==> src/rtl/la_pkg.sv <==
// la_pkg: shared definitions for the logic-analyser command path.
//   - command code constants
//   - default packet header
//   - command decoder FSM state enum
//   - payload length lookup
package la_pkg;

  localparam logic [15:0] HEADER_DEFAULT = 16'hAA55;

  localparam logic [7:0] CMD_SET_SAMPLES = 8'h01;
  localparam logic [7:0] CMD_SET_MASK    = 8'h02;
  localparam logic [7:0] CMD_SET_VALUE   = 8'h03;
  localparam logic [7:0] CMD_ARM         = 8'h04;

  typedef enum logic [2:0] {
    ST_HDR0,
    ST_HDR1,
    ST_CMD,
    ST_PAYLOAD,
    ST_DISCARD
  } la_state_e;

  function automatic logic cmd_known(input logic [7:0] cmd);
    case (cmd)
      CMD_SET_SAMPLES, CMD_SET_MASK, CMD_SET_VALUE, CMD_ARM: return 1'b1;
      default: return 1'b0;
    endcase
  endfunction

  // Payload length in bytes; nb is the probe width in bytes.
  // Unknown codes return 0, callers gate with cmd_known().
  function automatic logic [3:0] payload_len(input logic [7:0] cmd, input int unsigned nb);
    case (cmd)
      CMD_SET_SAMPLES:             return 4'd1;
      CMD_SET_MASK, CMD_SET_VALUE: return 4'(nb);
      default:                     return 4'd0;
    endcase
  endfunction

endpackage

==> src/rtl/la_command_decoder.sv <==
// la_command_decoder: parses inbound byte-fragmented command packets and
// drives the analyser configuration.
//
// Packet: HEADER[7:0], HEADER[15:8], command, payload (LSB byte first),
// with bits_last on the final byte.
//
// Ports:
//   clk, reset                         clock, synchronous active-high reset
//   io_packetSlave_ready               byte accept (1 whenever not in reset)
//   io_packetSlave_valid               byte valid
//   io_packetSlave_bits_last           final byte of packet
//   io_packetSlave_bits_fragment [7:0] data byte
//   io_config_samplesLeftAfterTrigger  post-trigger sample count
//   io_config_triggerMask              trigger compare mask
//   io_config_triggerValue             trigger compare value
//   io_arm                             one-cycle arm strobe
//   io_errorCount                      saturating count of rejected packets
//
// Handshake: a byte transfers on every rising clk edge where valid and ready
// are both high. Ready does not depend on valid; valid low means no byte and
// leaves all parser state (FSM, index, shadow) untouched.
module la_command_decoder
  import la_pkg::*;
#(
  parameter int unsigned PROBE_WIDTH   = 48,
  parameter logic [15:0] HEADER        = HEADER_DEFAULT,
  parameter logic [7:0]  SAMPLES_RESET = 8'h80
) (
  input  logic                   clk,
  input  logic                   reset,
  output logic                   io_packetSlave_ready,
  input  logic                   io_packetSlave_valid,
  input  logic                   io_packetSlave_bits_last,
  input  logic [7:0]             io_packetSlave_bits_fragment,
  output logic [7:0]             io_config_samplesLeftAfterTrigger,
  output logic [PROBE_WIDTH-1:0] io_config_triggerMask,
  output logic [PROBE_WIDTH-1:0] io_config_triggerValue,
  output logic                   io_arm,
  output logic [7:0]             io_errorCount
);

  localparam int unsigned NB = PROBE_WIDTH / 8;

  la_state_e              state;
  logic [2:0]             idx;
  logic [7:0]             cmd_q;
  logic [PROBE_WIDTH-1:0] shadow;
  logic [PROBE_WIDTH-1:0] shadow_next;
  logic                   hs;
  logic [7:0]             frag;
  logic                   last;
  logic [3:0]             len_in;
  logic [3:0]             len_cmd;

  assign io_packetSlave_ready = ~reset;
  assign hs      = io_packetSlave_valid & io_packetSlave_ready;
  assign frag    = io_packetSlave_bits_fragment;
  assign last    = io_packetSlave_bits_last;
  assign len_in  = payload_len(frag, NB);
  assign len_cmd = payload_len(cmd_q, NB);

  // Shadow with the current payload byte merged at its index, so a commit
  // on the final byte sees the complete payload in the same cycle.
  always_comb begin
    shadow_next = shadow;
    for (int b = 0; b < int'(NB); b++) begin
      if (idx == 3'(b)) shadow_next[b*8 +: 8] = frag;
    end
  end

  function automatic logic [7:0] sat_inc(input logic [7:0] c);
    return (c == 8'hFF) ? c : c + 8'd1;
  endfunction

  always_ff @(posedge clk) begin
    if (reset) begin
      state                             <= ST_HDR0;
      idx                               <= '0;
      cmd_q                             <= '0;
      shadow                            <= '0;
      io_config_samplesLeftAfterTrigger <= SAMPLES_RESET;
      io_config_triggerMask             <= '0;
      io_config_triggerValue            <= '0;
      io_arm                            <= 1'b0;
      io_errorCount                     <= '0;
    end else begin
      io_arm <= 1'b0;
      if (hs) begin
        case (state)
          ST_HDR0, ST_HDR1: begin
            if (frag == ((state == ST_HDR0) ? HEADER[7:0] : HEADER[15:8]) && !last) begin
              state <= (state == ST_HDR0) ? ST_HDR1 : ST_CMD;
            end else if (last) begin
              io_errorCount <= sat_inc(io_errorCount);
              state         <= ST_HDR0;
            end else begin
              state <= ST_DISCARD;
            end
          end
          ST_CMD: begin
            cmd_q <= frag;
            idx   <= '0;
            if (!cmd_known(frag) || (len_in != 4'd0 && last)) begin
              // Unknown code, or a payload command that ended with no payload.
              if (last) begin
                io_errorCount <= sat_inc(io_errorCount);
                state         <= ST_HDR0;
              end else begin
                state <= ST_DISCARD;
              end
            end else if (len_in == 4'd0) begin
              if (last) begin
                io_arm <= 1'b1;
                state  <= ST_HDR0;
              end else begin
                state <= ST_DISCARD;
              end
            end else begin
              state <= ST_PAYLOAD;
            end
          end
          ST_PAYLOAD: begin
            shadow <= shadow_next;
            idx    <= idx + 3'd1;
            if ({1'b0, idx} == len_cmd - 4'd1) begin
              if (last) begin
                case (cmd_q)
                  CMD_SET_SAMPLES: io_config_samplesLeftAfterTrigger <= shadow_next[7:0];
                  CMD_SET_MASK:    io_config_triggerMask             <= shadow_next;
                  CMD_SET_VALUE:   io_config_triggerValue            <= shadow_next;
                  default:         ;
                endcase
                state <= ST_HDR0;
              end else begin
                state <= ST_DISCARD;
              end
            end else if (last) begin
              io_errorCount <= sat_inc(io_errorCount);
              state         <= ST_HDR0;
            end
          end
          ST_DISCARD: begin
            if (last) begin
              io_errorCount <= sat_inc(io_errorCount);
              state         <= ST_HDR0;
            end
          end
          default: state <= ST_HDR0;
        endcase
      end
    end
  end

endmodule

==> config.mk <==
export PLATFORM = sky130hd
export DESIGN_NAME = la_command_decoder
export DESIGN_NICKNAME = d
export VERILOG_FILES = /design/src/rtl/la_pkg.sv /design/src/rtl/la_command_decoder.sv
export SDC_FILE = /design/constraint.sdc
export NUM_CORES = 1
export LEC_CHECK = 0
export CAP_MARGIN = 20
export CORE_MARGIN = 3
export CORE_UTILIZATION = 50
export CTS_BUF_LIST = sky130_fd_sc_hd__clkbuf_4 sky130_fd_sc_hd__clkbuf_8
export DETAILED_ROUTE_END_ITERATION = 8
export DONT_BUFFER_PORTS = 1
export GPL_TIMING_DRIVEN = 0
export SKIP_LAST_GASP = 1
export SYNTH_ARGS = -nofsm -noshare
export SYNTH_HDL_FRONTEND = slang
export SYNTH_SLANG_ARGS = --single-unit
==> constraint.sdc <==
create_clock -name clk -period 3.3 [get_ports clk]
set_clock_uncertainty 0.15 [all_clocks]
set_input_delay 0.66 -clock clk [delete_from_list [all_inputs] [get_ports clk]]
set_output_delay 0.66 -clock clk [all_outputs]
set_load 0.02 [all_outputs]
==> flow_summary.yaml <==
run_status:
  run_status: "completed"
detailed_routing:
  first_pass_iters: 5
  wl_per_cell_um: 18.7
  routed_via_density: 5.61
  antenna_left: 0
  routed_wl_um: 19300
  drcViolationCount: 0
  first_iter_violations: 280
  via_count: 5772
pwr:
  power_switching_w: 0.000914
  powerDensity_nw_per_um2: 454
  power_frac_seq_pct: 57.1
  p_comb_share_pct: 3.2
  p_leak_nw: 3.56
  cell_internal_pwr_w: 0.00279
  swShare_pct: 24.7
  clkPwrFrac_pct: 39.7
  max-vdd-ir-drop_mv: 0.220
worst_setup_path:
  required_ns: 3.50
  cp_slowest_stage_delay_ns: 0.55
  crit_type: "reg2reg"
  cp_top_family: "simple AND/OR/NAND/NOR gates"
  reg2reg_depth: 11
  cp.depth: 11
  crit_path_start: "cmd_q[7]$_SDFFE_PP0P_"
  crit_arrival_ns: 3.36
  cp_slowest_cell: "or4_4"
  end_kind: "register"
  rr_startpoint: "cmd_q[7]$_SDFFE_PP0P_"
  startpoint_type: "register"
  cp_cell_sequence: "or4_4 > nor3_2 > nand2_1 > ha_1 > xnor2_1 > nor3_2 > and4_1 > nand4b_1 > buf_6 > buf_6 > mux2i_1"
  worst-path-max-fanout: 10
  cp.buffers_inverters: 2
placement:
  port_buffers: 0
  placed_area_sq_um: 7740
  place_hpwl_um: 13800
  place.gp.congestion: 0.872
  dp_slack_ns: -0.0608
die:
  initial_core_util_pct: 51.5
  rows: 44
  ioPinCount: 126
  die_x_um: 129
  core_sq_um: 14600
  fp.dieArea_sq_um: 16500
  die_y_um: 129
synth:
  syn_nets: 832
  synth_most_common_cell: "nand2_1"
  syn-cell-area_sq_um: 7510
  yosys_warnings: 0
  synth_edf_count: 0
  ys_ff_latch: 175
  synth-main-ff-cell: "dfxtp_1"
  yosys-top-cells-area: "dfxtp_1 47%, mux2i_1 15%, nand2_1 11%, mux2_2 6.2%, o21ai_0 2.7%"
  yosysTopAreaCell: "dfxtp_1"
  synthArstFlopShare_pct: 0
  yosysTopAreaCellShare_pct: 46.7
  yosysSeqAreaShare_pct: 46.7
  synthTopCellsByCount: "213 x nand2_1, 175 x dfxtp_1, 115 x mux2i_1, 47 x clkbuf_1"
  syn_avg_cell_area_sq_um: 9.25
  syn_inst: 812
  ys_types: 53
sta:
  hold_viol: 0
  report.final.slew_viol_count: 0
  min_period_ns: 3.16
  timing.hold.ws_ns: 0.233
  slew-limit-headroom_pct: 40.6
  fin_ws_ns: 0.138
  final_min_period_over_clock_period_pct: 95.8
  finalSetupViolCount: 0
  max_freq_ghz: 0.316
  tightestPinTransition_ns: 0.892
global_route:
  grt_max_degree: 17
  grt_pass1_wl_um: 30700
  grt_antenna_before_repair: 0
  grt_overflow: 0
  first_global_vias: 5802
  grt.total_usage_pct: 23.6
clock_tree:
  cts_tree: "done"
  clock-sinks: 175
  cts_buffers: 17
  root_buffer: "clkbuf_8"
  path_clk_slew_ns: 0.09
  cts.hold.buffers_added: 0
  clock_latency_ns: 0.46
  clockBufferDepth: 2
  cts.htree.levels: 4
layout:
  final_area_sq_um: 8150
  layout-drive-gt1-share_pct: 12.9
  fillers: 1333
  multiInputGateArea_sq_um: 3690
  syn_to_final_growth_pct: 8.52
  diodes: 0
  regArea_sq_um: 3500
  fin_nets: 852
worst_hold_path:
  hold_class: "in2reg"
  min_from: "io_packetSlave_valid"
  holdPathStages: 2
run:
  cap_violations: 0
## registers in the layout (all words and copies together) (netlist names)
| register | flops |
|---|---|
| state | 3 |
| shadow | 48 |
| idx | 3 |
| io_config_samplesLeftAfterTrigger | 8 |
| cmd_q | 8 |
| io_config_triggerValue | 48 |
| io_arm | 1 |
| io_errorCount | 8 |
| io_config_triggerMask | 48 |
## power groups by stage
stage	Clock, W	Combinational (W)	Sequential, W
final	0.00147	0.000117	0.00211
after global routing	0.00156	0.000128	0.00212
after CTS	0.00149	0.000118	0.00212
after detailed placement	0	0.000117	0.00216
after global placement	0	0.000115	0.00216
after floorplan	0	0.0000745	0.00216
## worst reg2reg max path: stages (launching register included)
cell and delay [ns]:
dfxtp_1 0.34, or4_4 0.55, nor3_2 0.13, nand2_1 0.11
ha_1 0.31, xnor2_1 0.14, nor3_2 0.28, and4_1 0.26
nand4b_1 0.23, buf_6 0.25, buf_6 0.17, mux2i_1 0.13
## placed cells by master, fill, tap and decap left out, types with 4 or more instances in the layout
cell type / count
o311ai_0: 5
a22o_1: 11
mux2_2: 41
nor2_1: 29
o21ai_0: 41
buf_4: 4
buf_2: 9
nand2_1: 213
or2_2: 10
clkbuf_1: 46
nor2b_1: 4
a211oi_1: 8
ha_1: 8
inv_1: 7
a21oi_1: 15
dfxtp_1: 175
mux2i_1: 115
buf_6: 5
clkinv_4: 4
clkbuf_8: 19
and3_1: 8
## through the flow
stage | utilization (%) | setup TNS, ns | std cells | total power (W)
3_5_place_dp | 53.0 | -0.770 | 996 | 0.00228
3_3_place_gp | 53.0 | -0.943 | 996 | 0.00228
4_1_cts | 55.7 | 0 | 1028 | 0.00372
6_report | 55.8 | 0 | 1029 | 0.00370
2_1_floorplan | - | 0 | 812 | 0.00224
5_1_grt | 55.8 | -0.00827 | 1029 | 0.00380
## kinds of logic after synthesis
logic type      count (synthesis)  share of synthesized area, %
simple gates                  303                          17.8
fa+ha+maj                       8                          1.33
flops                         175                          46.7
buf+inv                        72                          4.30
mux                           156                          21.5
xor+xnor                        2                         0.233
compound gates                 96                          8.22
## what timing repair did
| action | 4_1_cts | 5_1_grt |
|---|---|---|
| pin swaps | 0 | 1 |
| buffers inserted | 0 | 2 |
| resized for setup | 1 | 1 |
| endpoints found under the setup margin | 33 | 46 |
## path summary, 6_finish.rpt
kind                                                                to  slack (ns)
worst max-delay path            io_config_triggerMask[37]$_SDFFE_PP0P_        0.14
worst min-delay path                             state[2]$_SDFFE_PP0P_        0.23
worst max register to register  io_config_triggerMask[37]$_SDFFE_PP0P_        0.14
worst min register to register                 shadow[13]$_SDFFE_PP0P_        0.31
## routing by layer
metal / up-vias / wire length [um] / global-route usage (%)
met4: 0 / 312 / 7.66
met5: - / 0 / 0
met2: 129 / 9420 / 39.9
met3: 20 / 1080 / 5.73
met1: 2813 / 8470 / 29.9
li1: 2810 / - / -
## layout make-up
class | count | area share (%)
clock buffer | 19 | 3.21
buffer | 63 | 3.59
tap | 184 | 2.83
inverter | 8 | 0.369
sequential | 175 | 43.0
clock inverter | 13 | 1.57
timing repair buffer | 2 | 0.184
multi-input combinational | 565 | 45.2
Note: power is estimated with default switching activity, not from simulation.
